`src/rtl/timer_cmp.sv`:
```
// timer_cmp: prescaled up-counter with compare channels, overflow/compare
// status, level interrupt and a small word-addressed register bank.
module timer_cmp #(
    parameter int DATA_W       = 32,
    parameter int PRESCALE_W   = 16,
    parameter int PRESCALE_RST = 999,
    parameter int NUM_CMP      = 2
) (
    input  logic              clk_in,
    input  logic              reset_in,
    input  logic              req_in,
    input  logic              we_in,
    input  logic [7:0]        addr_in,
    input  logic [DATA_W-1:0] wdata_in,
    output logic [DATA_W-1:0] rdata_out,
    output logic              ack_out,
    output logic [DATA_W-1:0] time_clk_out,
    output logic              irq_out
);

    localparam logic [5:0] W_CTRL     = 6'h00;
    localparam logic [5:0] W_PRESCALE = 6'h01;
    localparam logic [5:0] W_COUNT    = 6'h02;
    localparam logic [5:0] W_STATUS   = 6'h03;
    localparam logic [5:0] W_IRQ_EN   = 6'h04;
    localparam logic [5:0] W_CMP_BASE = 6'h08;

    logic [1:0]            ctrl;
    logic [PRESCALE_W-1:0] prescale;
    logic [PRESCALE_W-1:0] psc_cnt;
    logic [DATA_W-1:0]     count;
    logic [DATA_W-1:0]     cmp [NUM_CMP];
    logic [NUM_CMP:0]      status;
    logic [NUM_CMP:0]      irq_en;

    logic [5:0]            word;
    logic                  wr;
    logic                  wr_ctrl;
    logic                  wr_prescale;
    logic                  wr_count;
    logic                  wr_status;
    logic                  wr_irq_en;
    logic [NUM_CMP-1:0]    wr_cmp;
    logic                  tick;
    logic                  cnt_adv;
    logic                  ovf_hit;
    logic [DATA_W-1:0]     count_tick;
    logic [NUM_CMP:0]      hw_set;
    logic [DATA_W-1:0]     rd_mux;
    logic                  unused_addr_bits;

    assign unused_addr_bits = ^addr_in[1:0];

    // Address decode; only word offsets matter.
    always_comb begin
        word        = addr_in[7:2];
        wr          = req_in && we_in;
        wr_ctrl     = wr && (word == W_CTRL);
        wr_prescale = wr && (word == W_PRESCALE);
        wr_count    = wr && (word == W_COUNT);
        wr_status   = wr && (word == W_STATUS);
        wr_irq_en   = wr && (word == W_IRQ_EN);
        wr_cmp      = '0;
        for (int i = 0; i < NUM_CMP; i++) begin
            wr_cmp[i] = wr && (word == W_CMP_BASE + 6'(i));
        end
    end

    assign tick = ctrl[0] && (psc_cnt == prescale);

    // Value the counter would take on a tick, plus overflow detection.
    always_comb begin
        ovf_hit    = 1'b0;
        count_tick = count + DATA_W'(1);
        if (ctrl[1] && (count == cmp[0])) begin
            count_tick = '0;
        end else if (count == {DATA_W{1'b1}}) begin
            count_tick = '0;
            ovf_hit    = 1'b1;
        end
    end

    // A COUNT write in a tick cycle swallows the tick; compares use the
    // CMP values held before any same-cycle CMP write.
    always_comb begin
        cnt_adv   = tick && !wr_count;
        hw_set    = '0;
        hw_set[0] = cnt_adv && ovf_hit;
        for (int i = 0; i < NUM_CMP; i++) begin
            hw_set[i+1] = cnt_adv && (count_tick == cmp[i]);
        end
    end

    // Prescaler: wraps at PRESCALE, restarts on any PRESCALE or COUNT write.
    always_ff @(posedge clk_in) begin
        if (reset_in) begin
            psc_cnt <= '0;
        end else if (wr_prescale || wr_count) begin
            psc_cnt <= '0;
        end else if (ctrl[0]) begin
            psc_cnt <= tick ? '0 : psc_cnt + PRESCALE_W'(1);
        end
    end

    // Control, counter, compare and status registers.
    always_ff @(posedge clk_in) begin
        if (reset_in) begin
            ctrl     <= '0;
            prescale <= PRESCALE_W'(PRESCALE_RST);
            count    <= '0;
            status   <= '0;
            irq_en   <= '0;
            for (int i = 0; i < NUM_CMP; i++) begin
                cmp[i] <= {DATA_W{1'b1}};
            end
        end else begin
            if (wr_ctrl) begin
                ctrl <= wdata_in[1:0];
            end
            if (wr_prescale) begin
                prescale <= wdata_in[PRESCALE_W-1:0];
            end
            if (wr_count) begin
                count <= wdata_in;
            end else if (tick) begin
                count <= count_tick;
            end
            if (wr_irq_en) begin
                irq_en <= wdata_in[NUM_CMP:0];
            end
            // Hardware set wins over a same-cycle write-1-to-clear.
            status <= (wr_status ? (status & ~wdata_in[NUM_CMP:0]) : status) | hw_set;
            for (int i = 0; i < NUM_CMP; i++) begin
                if (wr_cmp[i]) begin
                    cmp[i] <= wdata_in;
                end
            end
        end
    end

    // Read multiplexer; narrow registers zero-extended, unmapped reads 0.
    always_comb begin
        rd_mux = '0;
        case (word)
            W_CTRL:     rd_mux[1:0]            = ctrl;
            W_PRESCALE: rd_mux[PRESCALE_W-1:0] = prescale;
            W_COUNT:    rd_mux                 = count;
            W_STATUS:   rd_mux[NUM_CMP:0]      = status;
            W_IRQ_EN:   rd_mux[NUM_CMP:0]      = irq_en;
            default: begin
                for (int i = 0; i < NUM_CMP; i++) begin
                    if (word == W_CMP_BASE + 6'(i)) begin
                        rd_mux = cmp[i];
                    end
                end
            end
        endcase
    end

    // Bus response: one-cycle ack, registered read data.
    always_ff @(posedge clk_in) begin
        if (reset_in) begin
            ack_out   <= 1'b0;
            rdata_out <= '0;
        end else begin
            ack_out   <= req_in;
            rdata_out <= (req_in && !we_in) ? rd_mux : '0;
        end
    end

    assign time_clk_out = count;
    assign irq_out      = |(status & irq_en);

endmodule
```
`config.mk`:
```
export PLATFORM = sky130hd
export DESIGN_NAME = timer_cmp
export DESIGN_NICKNAME = d
export VERILOG_FILES = /design/src/rtl/timer_cmp.sv
export SDC_FILE = /design/constraint.sdc
export NUM_CORES = 1
export LEC_CHECK = 0
export ABC_AREA = 1
export CAP_MARGIN = 10
export CORE_UTILIZATION = 58
export CTS_CLUSTER_DIAMETER = 60
export DETAILED_ROUTE_END_ITERATION = 7
export PLACE_DENSITY = 0.79
export SLEW_MARGIN = 0
export SYNTH_ARGS = -nofsm -noshare
export SYNTH_HDL_FRONTEND = slang
export SYNTH_SLANG_ARGS = --single-unit
export TNS_END_PERCENT = 20
```
`constraint.sdc`:
```
create_clock -name clk_in -period 5.3 [get_ports clk_in]
set_clock_uncertainty 0.05 [all_clocks]
set_input_delay 0.53 -clock clk_in [delete_from_list [all_inputs] [get_ports clk_in]]
set_output_delay 0.53 -clock clk_in [all_outputs]
set_load 0.01 [all_outputs]
```
==> results of run 1 <==
[cells by family (layout without fill, tap and decap cells)]
group / after synthesis / count (layout) / synth area share [%]
AND/OR/NAND/NOR: 901 / 901 / 37.3
XOR/XNOR: 48 / 48 / 4.27
buffers and inverters: 255 / 351 / 9.91
adder cells (fa/ha/maj): 2 / 2 / 0.241
flip-flops: 169 / 169 / 38.8
AO/OA/AOI/OAI: 155 / 155 / 9.48
[registers in the layout, indices dropped and copies added (netlist names)]
| name | flops |
|---|---|
| ctrl | 2 |
| prescale | 16 |
| time_clk_out | 32 |
| status | 3 |
| irq_en | 3 |
| rdata_out | 32 |
| cmp | 64 |
| psc_cnt | 16 |
| ack_out | 1 |
[stage by stage]
step | hold WS [ns] | area [sq um]
2_1_floorplan | 0.404 | 10400
5_1_grt | 0.477 | 12100
4_1_cts | 0.435 | 12100
3_3_place_gp | 0.418 | 11600
3_5_place_dp | 0.425 | 11600
6_report | 0.438 | 12100
[metal layers]
| metal | vias to the layer above | global-route usage (%) | wire (um) |
|---|---|---|---|
| met5 | - | 0 | 0 |
| met4 | 0 | 20.2 | 1460 |
| met3 | 114 | 7.30 | 4170 |
| met2 | 741 | 62.6 | 16000 |
| met1 | 4909 | 53.9 | 14400 |
| li1 | 5064 | - | - |
[worst min-delay path: stages, from the launching register on]
cell and delay (ns):
dfxtp_1 0.31, o21ai_0 0.07, a21oi_1 0.06
[placed cells by master, fill, tap and decap left out, drive strengths merged, types with 29 or more instances in the layout]
master,instances
a31oi,43
edfxtp,64
nand2,560
dfxtp,105
nand3,107
clkdlybuf4s50,106
xor2,35
o21ai,31
nor2,168
a21oi,29
inv,199
[power breakdown]
part / switching [mW] / internal (mW) / leakage, nW / total [mW]
registers: 0.0317 / 1.37 / 1.49 / 1.41
logic: 0.127 / 0.0726 / 3.20 / 0.199
clock network: 0.563 / 0.642 / 0.278 / 1.20
total: 0.721 / 2.09 / 4.97 / 2.81
[how the worst min path moves through the flow]
stage	startpoint	to	slack, ns	depth (start not counted)
2_1_floorplan	status[1]	status[1]	0.40	2
3_3_place_gp	status[1]	status[1]	0.42	2
3_5_place_dp	status[1]	status[1]	0.43	2
4_1_cts	status[1]	status[1]	0.44	2
5_1_grt	status[0]	status[0]	0.48	2
6_report	status[1]	status[1]	0.44	2
[layout make-up]
| type | instances | area share (%) |
|---|---|---|
| inverters | 198 | 6.12 |
| clock buffers | 20 | 3.77 |
| flip-flops and latches | 169 | 33.1 |
| well taps | 225 | 2.32 |
| clock inverters | 12 | 0.876 |
| multi-input cells | 1106 | 44.1 |
| repair buffers | 121 | 9.65 |
==> qor.txt, run 1 <==
================================================================================
H-tree depth reported by CTS                                                   4
Data required time of the worst path                                     5.62 ns
Floorplan die width                                                       136 um
Fin. max-slew vios                                                             0
Detailed-route via count                                                   10.8k
I/O pin count                                                                110
Synthesized instance count                                                  1530
Die area                                                             18400 sq um
Most used DFF post-synth                                                 dfxtp_1
Buffer type at the clock tree root                                     clkbuf_16
Largest incremental delay on the critical path                           0.62 ns
Fill cells                                                                  1498
Initial antenna violation count                                                0
Shortest period the worst path allows                                    3.44 ns
Vias per Instance                                                           5.85
Routed wire length per instance                                          19.5 um
Worst voltage drop across the vdd grid                                    229 uV
Cell depth of the worst flop-to-flop path                                     13
Sequential cell area                                                  4020 sq um
Kind of end point of the critical path                                      flop
Final Power                                                              2.81 mW
Synthesized Nets                                                            1576
Category of the most critical setup path                              reg -> reg
Multi-input logic area                                                5360 sq um
Leftover overflow at the end of global routing                                 0
Setup TNS Final                                                             0 ns
Final antenna diode count                                                      0
Ys async rst share                                                            0%
Final worst setup slack                                                  1.86 ns
Largest area contributor in the netlist                                  dfxtp_1
Count leader, synth                                                      nand2_1
Area Growth Syn to Fin                                                     17.1%
Initial Utilization                                                        59.7%
DP HPWL                                                                 27000 um
Vias in the first global route                                             10.2k
Clock-pin slew on the worst setup and hold paths                         0.07 ns
Master of the slowest instance on the critical path                      dfxtp_1
DRT Pass-1 Iters                                                               8
Final core utilization                                                     69.9%
Share of cells above drive strength 1                                      7.13%
Post-CTS resize count                                                          0
Routed wire length                                                      36000 um
Final setup vio count                                                          0
Most numerous cell types in the synthesized netlist                 nand2_1 (550), inv_1 (175), nor2_1 (148)
Violations in the final reports                                     design-rule violations
Number of distinct library cells after synthesis                              48
Post-synth EDFFs                                                              64
Pin count of the biggest net entering global routing                          54
Worst slew pin tran                                                     0.998 ns
Unrepaired setup endpoints after global routing                            false
Crit-path cells                                                     xnor2_1, nand2_1, nor2_1, nand2_1, nor2_1, nand3_2, buf_4, nand2_1, xor2_1, nand3_1, nor2_1, nand2_1, a21oi_1
Warning count from the yosys run                                               0
Lkg Pwr                                                                  4.97 nW
Worst skew pair latency                                                  0.44 ns
Number of buffers and inverters on the critical path                           1
Cell Rows                                                                     48
Period utilisation layout                                                  64.9%
Final hold violation count                                                     0
Post-CTS Hold Fix Bufs                                                         0
Minimum setup slack after placement                                      1.72 ns
Type of the most critical hold path                                   reg -> reg
Detailed router's first-iteration violation count                           1549
Sink Count                                                                   169
Most frequent cell on the critical path                                  nand2_1
Sequential fraction of the synthesis area                                  38.8%
Placeable core area                                                  17400 sq um
Endpoint arrival time on the critical path                               3.76 ns
Final #Nets                                                                 1659
Mapped Avg Cell Area                                                  6.78 sq um
Power density of the placed cells                                    232 nW/um^2
Number of standard cells in the final layout excluding fillers              1851
Cells taking the most area after synthesis                          dfxtp_1 (20%), nand2_1 (20%), edfxtp_1 (19%)
First-pass GRT wire length                                              55800 um
DRC Markers                                                                    1
Critical Path Start                                                 time_clk_out[8]
Number of buffers inserted by port buffering                                 107
Cell depth of the worst setup path                                            13
Reg-to-reg endpoint                                                    status[1]
CTS tree                                                                     yes
Nature of the critical path startpoint                                      flop
Share of Yosys cell area claimed by the top area cell type                 20.3%
Register bit count reported by yosys                                         169
Number of buffers added for setup after CTS                                    0
Global-route usage over all layers                                         40.4%
Number of maximum-capacitance constraint violations                            0
DIE HEIGHT                                                                136 um
ANT nets after route                                                           0
Maximum buffer depth of the clock tree                                         2
Achievable clock frequency                                               291 MHz
Area of the mapped netlist                                           10400 sq um
Flop-to-flop setup slack                                                 1.86 ns
Outcome                                                             finished with violations
Total placed cells including tap cells                                      1819
Worst slew margin relative to its limit                                    33.3%
Crit Path Max Fanout                                                          28
Routability congestion estimate                                             1.04
Inserted Clock Buffers                                                        17
Kind of cell with the highest combined delay on the critical path   simple AND/OR/NAND/NOR gates
Startpoint of the worst register-to-register path                   time_clk_out[8]
Endpoint of the worst setup timing path                                status[1]
================================================================================
(Power assumes the default switching activity.)
==> run 2, diff against run 1 <==
--- a/config.mk
+++ b/config.mk
@@ -7,10 +7,10 @@
 export LEC_CHECK = 0
 export ABC_AREA = 1
 export CAP_MARGIN = 10
-export CORE_UTILIZATION = 58
+export CORE_UTILIZATION = 52
 export CTS_CLUSTER_DIAMETER = 60
 export DETAILED_ROUTE_END_ITERATION = 7
-export PLACE_DENSITY = 0.79
+export PLACE_DENSITY = 0.75
 export SLEW_MARGIN = 0
 export SYNTH_ARGS = -nofsm -noshare
 export SYNTH_HDL_FRONTEND = slang
==> constraint.sdc (replaced) <==
create_clock -name clk_in -period 3.1 [get_ports clk_in]
set_clock_uncertainty 0.05 [all_clocks]
set_input_delay 0.31 -clock clk_in [delete_from_list [all_inputs] [get_ports clk_in]]
set_output_delay 0.31 -clock clk_in [all_outputs]
set_load 0.01 [all_outputs]
==> qor.txt, run 2 (same netlist as run 1, synthesis figures left out) <==
================================================================================
Leftover overflow at the end of global routing                                 0   unchanged
ANT nets after route                                                           0   unchanged
Crit-path cells                                                     ha_1, nand3_1, inv_2, nand2_4, nor2_8, xor2_1, nand2_1, buf_4, xor2_1, nor2_1, nand3_1, nor2_1, nand2_1, a21oi_1   was xnor2_1, nand2_1, nor2_1, nand2_1, nor2_1, nand3_2, buf_4, nand2_1, xor2_1, nand3_1, nor2_1, nand2_1, a21oi_1
Placeable core area                                                  19500 sq um   was 17400 sq um
First-pass GRT wire length                                              57200 um   was 55800 um
Vias in the first global route                                              9999   was 10.2k
Sink Count                                                                   169   unchanged
Final Power                                                              4.90 mW   was 2.81 mW
Routability congestion estimate                                             1.02   was 1.04
I/O pin count                                                                110   unchanged
Die area                                                             20500 sq um   was 18400 sq um
Achievable clock frequency                                               349 MHz   was 291 MHz
Flop-to-flop setup slack                                                 0.24 ns   was 1.86 ns
Type of the most critical hold path                                    in -> reg   was reg -> reg
CTS tree                                                                     yes   unchanged
Final antenna diode count                                                      0   unchanged
Vias per Instance                                                           5.63   was 5.85
Inserted Clock Buffers                                                        17   unchanged
Clock-pin slew on the worst setup and hold paths                         0.07 ns   about the same
Unrepaired setup endpoints after global routing                             true   was false
Multi-input logic area                                                5390 sq um   was 5360 sq um
Floorplan die width                                                       143 um   was 136 um
Lkg Pwr                                                                  5.29 nW   was 4.97 nW
Sequential cell area                                                  4030 sq um   was 4020 sq um
DIE HEIGHT                                                                143 um   was 136 um
Final #Nets                                                                 1717   was 1659
Routed wire length per instance                                          19.4 um   was 19.5 um
Number of buffers inserted by port buffering                                 107   unchanged
Number of maximum-capacitance constraint violations                            0   unchanged
Worst skew pair latency                                                  0.45 ns   was 0.44 ns
DRT Pass-1 Iters                                                               5   was 8
Initial Utilization                                                        53.1%   was 59.7%
Most common cell after layout, fill and taps aside                       nand2_1   unchanged
Worst slew pin tran                                                     0.627 ns   was 0.998 ns
Routed wire length                                                      37900 um   was 36000 um
Final hold violation count                                                     0   unchanged
Most frequent cells in the layout                                   nand2_1 (550), inv_1 (175), nor2_1 (141)   was nand2_1 (550), inv_1 (175), nor2_1 (145)
Outcome                                                                completed   was finished with violations
Area Growth Syn to Fin                                                     22.5%   was 17.1%
Fill cells                                                                  1812   was 1498
Kind of cell with the highest combined delay on the critical path   simple AND/OR/NAND/NOR gates   unchanged
Worst voltage drop across the vdd grid                                    326 uV   was 229 uV
Fin. max-slew vios                                                             0   unchanged
Endpoint arrival time on the critical path                               3.19 ns   was 3.76 ns
Nature of the critical path startpoint                                      flop   unchanged
DP HPWL                                                                 29700 um   was 27000 um
Post-CTS Hold Fix Bufs                                                         0   unchanged
Number of flip-flops under the largest register name                          64   unchanged
H-tree depth reported by CTS                                                   4   unchanged
Final setup vio count                                                          0   unchanged
Total placed cells including tap cells                                      1914   was 1819
Buffer type at the clock tree root                                     clkbuf_16   unchanged
Maximum buffer depth of the clock tree                                         2   unchanged
Number of buffers and inverters on the critical path                           2   was 1
Kind of end point of the critical path                                      flop   unchanged
Cell Rows                                                                     51   was 48
Detailed-route via count                                                   11.0k   was 10.8k
DRC Markers                                                                    0   was 1
Power density of the placed cells                                    385 nW/um^2   was 232 nW/um^2
Shortest period the worst path allows                                    2.86 ns   was 3.44 ns
Crit Path Max Fanout                                                           6   was 28
Pin count of the biggest net entering global routing                          33   was 54
Category of the most critical setup path                              reg -> reg   unchanged
Detailed router's first-iteration violation count                           1233   was 1549
Worst slew margin relative to its limit                                    58.2%   was 33.3%
Master of the slowest instance on the critical path                      dfxtp_1   unchanged
Register with the most flip-flops                                            cmp   unchanged
Initial antenna violation count                                                0   unchanged
Largest incremental delay on the critical path                           0.49 ns   was 0.62 ns
Share of cells above drive strength 1                                      11.2%   was 7.13%
Period utilisation layout                                                  92.4%   was 64.9%
Global-route usage over all layers                                         38.0%   was 40.4%
Number of standard cells in the final layout excluding fillers              1949   was 1851
Data required time of the worst path                                     3.43 ns   was 5.62 ns
================================================================================
==> run 2: where the power goes <==
group	internal, mW	switching (mW)
clock network	1.08	1.06
registers	2.35	0.0513
logic	0.132	0.225
total	3.56	1.34
==> run 2: layout make-up <==
cell class / count / share of cell area (%)
Sequential cell: 169 / 31.7
Clock inverter: 15 / 1.22
Inverter: 198 / 5.85
Tap cell: 265 / 2.61
Timing Repair Buffer: 179 / 12.8
Clock buffer: 17 / 3.35
Multi-Input combinational cell: 1106 / 42.4
==> run 2: final timing paths <==
check | from | endpoint | depth (start not counted)
setup / recovery | time_clk_out[1] | status[1] | 14
hold / removal | reset_in | ack_out | 2
setup reg to reg | time_clk_out[1] | status[1] | 14
hold reg to reg | status[0] | status[0] | 2
==> run 2: timing repair <==
item                                    4_1_cts  5_1_grt
endpoints found under the setup margin        0        2
resized for setup                             0       13
setup buffers                                 0        3
==> run 2: metrics by stage <==
step | hold slack [ns] | util (%) | TNS, ns | area, sq um | setup slack [ns]
finish | 0.343 | 65.1 | 0 | 12700 | 0.236
detailed placement | 0.423 | 61.7 | 0 | 12000 | 0.184
floorplan | 0.385 | - | 0 | 10400 | 0.258
global route | 0.363 | 65.1 | -0.0195 | 12700 | -0.0195
CTS | 0.317 | 64.7 | 0 | 12600 | 0.140
global placement | 0.425 | 61.7 | 0 | 12000 | 0.194
==> run 2: metal layers <==
metal	wire length (um)	up-vias	GRT usage, %
met4	925	0	13.2
met2	17400	612	60.5
li1	-	5196	-
met1	16000	5095	51.8
met5	0	-	0
met3	3580	72	6.44
==> run 2: worst reg2reg max path, stage by stage, from the launching register on <==
cell and delay [ns]:
dfxtp_1 0.49, ha_1 0.26, nand3_1 0.14, inv_2 0.11, nand2_4 0.10, nor2_8 0.20, xor2_1 0.30, nand2_1 0.11
buf_4 0.14, xor2_1 0.15, nor2_1 0.20, nand3_1 0.11, nor2_1 0.11, nand2_1 0.16, a21oi_1 0.17
==> run 3, diff against run 2 <==
--- a/config.mk
+++ b/config.mk
@@ -11,6 +11,7 @@
 export CTS_CLUSTER_DIAMETER = 60
 export DETAILED_ROUTE_END_ITERATION = 7
 export PLACE_DENSITY = 0.75
+export RECOVER_POWER = 25
 export SLEW_MARGIN = 0
 export SYNTH_ARGS = -nofsm -noshare
 export SYNTH_HDL_FRONTEND = slang
==> qor.txt, run 3 (same netlist as run 1, synthesis figures left out) <==
===================================================================
Outcome                                                   completed   unchanged
Most frequent cell on the critical path                     nand2_1
Most frequent cells in the layout                      nand2_1 (550), inv_1 (175), nor2_1 (142)   was nand2_1 (550), inv_1 (175), nor2_1 (141)
Number of flip-flops under the largest register name             64   unchanged
Cell Rows                                                        51   unchanged
DP HPWL                                                    29700 um   unchanged
Floorplan die width                                          143 um   unchanged
H-tree depth reported by CTS                                      4   unchanged
Register with the most flip-flops                               cmp   unchanged
Master of the slowest instance on the critical path         dfxtp_1   unchanged
Most common cell after layout, fill and taps aside          nand2_1   unchanged
Vias in the first global route                                 9999   unchanged
ANT nets after route                                              0   unchanged
Nature of the critical path startpoint                         flop   unchanged
Data required time of the worst path                        3.43 ns   about the same
Category of the most critical setup path                 reg -> reg   unchanged
Final #Nets                                                    1717   unchanged
Worst slew margin relative to its limit                       20.3%   was 58.2%
Detailed-route via count                                      11.0k   about the same
Share of cells above drive strength 1                         11.0%   was 11.2%
Kind of end point of the critical path                         flop   unchanged
Worst voltage drop across the vdd grid                       326 uV   about the same
Die area                                                20500 sq um   unchanged
Crit-path cells                                        ha_1, nand3_1, inv_2, nand2_4, nor2_8, inv_2, nor3_4, nor2_1, nand3b_1, nand2_1, nor2_1, nand2_1, nor3_2, nand2_1, a21oi_2   was ha_1, nand3_1, inv_2, nand2_4, nor2_8, xor2_1, nand2_1, buf_4, xor2_1, nor2_1, nand3_1, nor2_1, nand2_1, a21oi_1
DRT Pass-1 Iters                                                  5   unchanged
Final setup vio count                                             0   unchanged
Sink Count                                                      169   unchanged
Endpoint arrival time on the critical path                  3.19 ns   about the same
DIE HEIGHT                                                   143 um   unchanged
Worst slew pin tran                                         1.20 ns   was 0.627 ns
Lkg Pwr                                                     5.42 nW   was 5.29 nW
Placeable core area                                     19500 sq um   unchanged
I/O pin count                                                   110   unchanged
Final core utilization                                        65.0%   was 65.1%
Buffer type at the clock tree root                        clkbuf_16   unchanged
Global-route usage over all layers                            38.0%   unchanged
Fin. max-slew vios                                                0   unchanged
Number of buffers inserted by port buffering                    107   unchanged
Power density of the placed cells                       386 nW/um^2   was 385 nW/um^2
Unrepaired setup endpoints after global routing                true   unchanged
Routed wire length per instance                             19.4 um   about the same
CTS tree                                                        yes   unchanged
Final antenna diode count                                         0   unchanged
First-pass GRT wire length                                 57200 um   unchanged
Routed wire length                                         37900 um   about the same
Routability congestion estimate                                1.02   unchanged
Inserted Clock Buffers                                           17   unchanged
Vias per Instance                                              5.64   was 5.63
Final hold violation count                                        0   unchanged
Initial Utilization                                           53.1%   unchanged
Clock-pin slew on the worst setup and hold paths            0.07 ns   about the same
Crit Path Max Fanout                                              6   unchanged
Initial antenna violation count                                   0   unchanged
DRC Markers                                                       0   unchanged
Fill cells                                                     1814   was 1812
Type of the most critical hold path                       in -> reg   unchanged
Period utilisation layout                                     92.4%   about the same
Pin count of the biggest net entering global routing             33   unchanged
Setup TNS Final                                                0 ns   unchanged
Achievable clock frequency                                  349 MHz   about the same
Number of maximum-capacitance constraint violations               0   unchanged
Leftover overflow at the end of global routing                    0   unchanged
Worst skew pair latency                                     0.45 ns   about the same
Detailed router's first-iteration violation count              1162   was 1233
Area Growth Syn to Fin                                        22.5%   about the same
Largest incremental delay on the critical path              0.48 ns   was 0.49 ns
Maximum buffer depth of the clock tree                            2   unchanged
Shortest period the worst path allows                       2.87 ns   was 2.86 ns
===================================================================
## run 3: final timing paths
check	cells past startpoint	from	slack, ns	end
setup reg to reg	15	time_clk_out[1]	0.23	status[2]
setup / recovery	15	time_clk_out[1]	0.23	status[2]
hold / removal	2	reset_in	0.35	ack_out
hold reg to reg	2	status[0]	0.44	status[0]
## run 3: repair_timing
action	4_1_cts	5_1_grt
gates resized for setup	0	13
setup buffers	0	3
hold buffers	0	0
setup endpoints to repair	0	2
## run 3: layout make-up
type                       instances  area, sq um  share of cell area, %
inverter                         198          743                   5.85
tap                              265          332                   2.61
sequential                       169         4030                   31.7
timing repair buffer             179         1630                   12.8
multi-input combinational       1106         5390                   42.4
clock inverter                    15          155                   1.22
clock buffer                      17          425                   3.35
## run 3: through the flow
step	instances	total power [mW]	hold slack, ns	worst slack, ns	area [sq um]
5_1_grt	1949	5.02	0.363	-0.0195	12700
3_3_place_gp	1914	2.79	0.425	0.194	12000
3_5_place_dp	1914	2.79	0.423	0.184	12000
2_1_floorplan	1530	2.61	0.385	0.258	10400
6_report	1949	4.90	0.347	0.234	12700
4_1_cts	1946	4.89	0.317	0.140	12600
## run 3: power breakdown
part	switching, mW	total (mW)	internal (mW)
sequential	0.0515	2.40	2.35
combinational	0.225	0.356	0.131
clock	1.06	2.14	1.08
## run 3: critical path: cells and delay by family (launching register included)
kind                       cells  cell delay, ns
AOI/OAI and AO/OA              1            0.12
adders and majority gates      1            0.25
buffers and inverters          2            0.17
DFF                            1            0.48
and+or+nand+nor               11            1.74
## run 3: layer usage
| metal | vias to the layer above | wire length, um | global-route usage, % |
|---|---|---|---|
| met4 | 0 | 978 | 13.2 |
| met3 | 75 | 3610 | 6.44 |
| li1 | 5190 | - | - |
| met2 | 600 | 17200 | 60.5 |
| met1 | 5131 | 16100 | 51.8 |
| met5 | - | 0 | 0 |
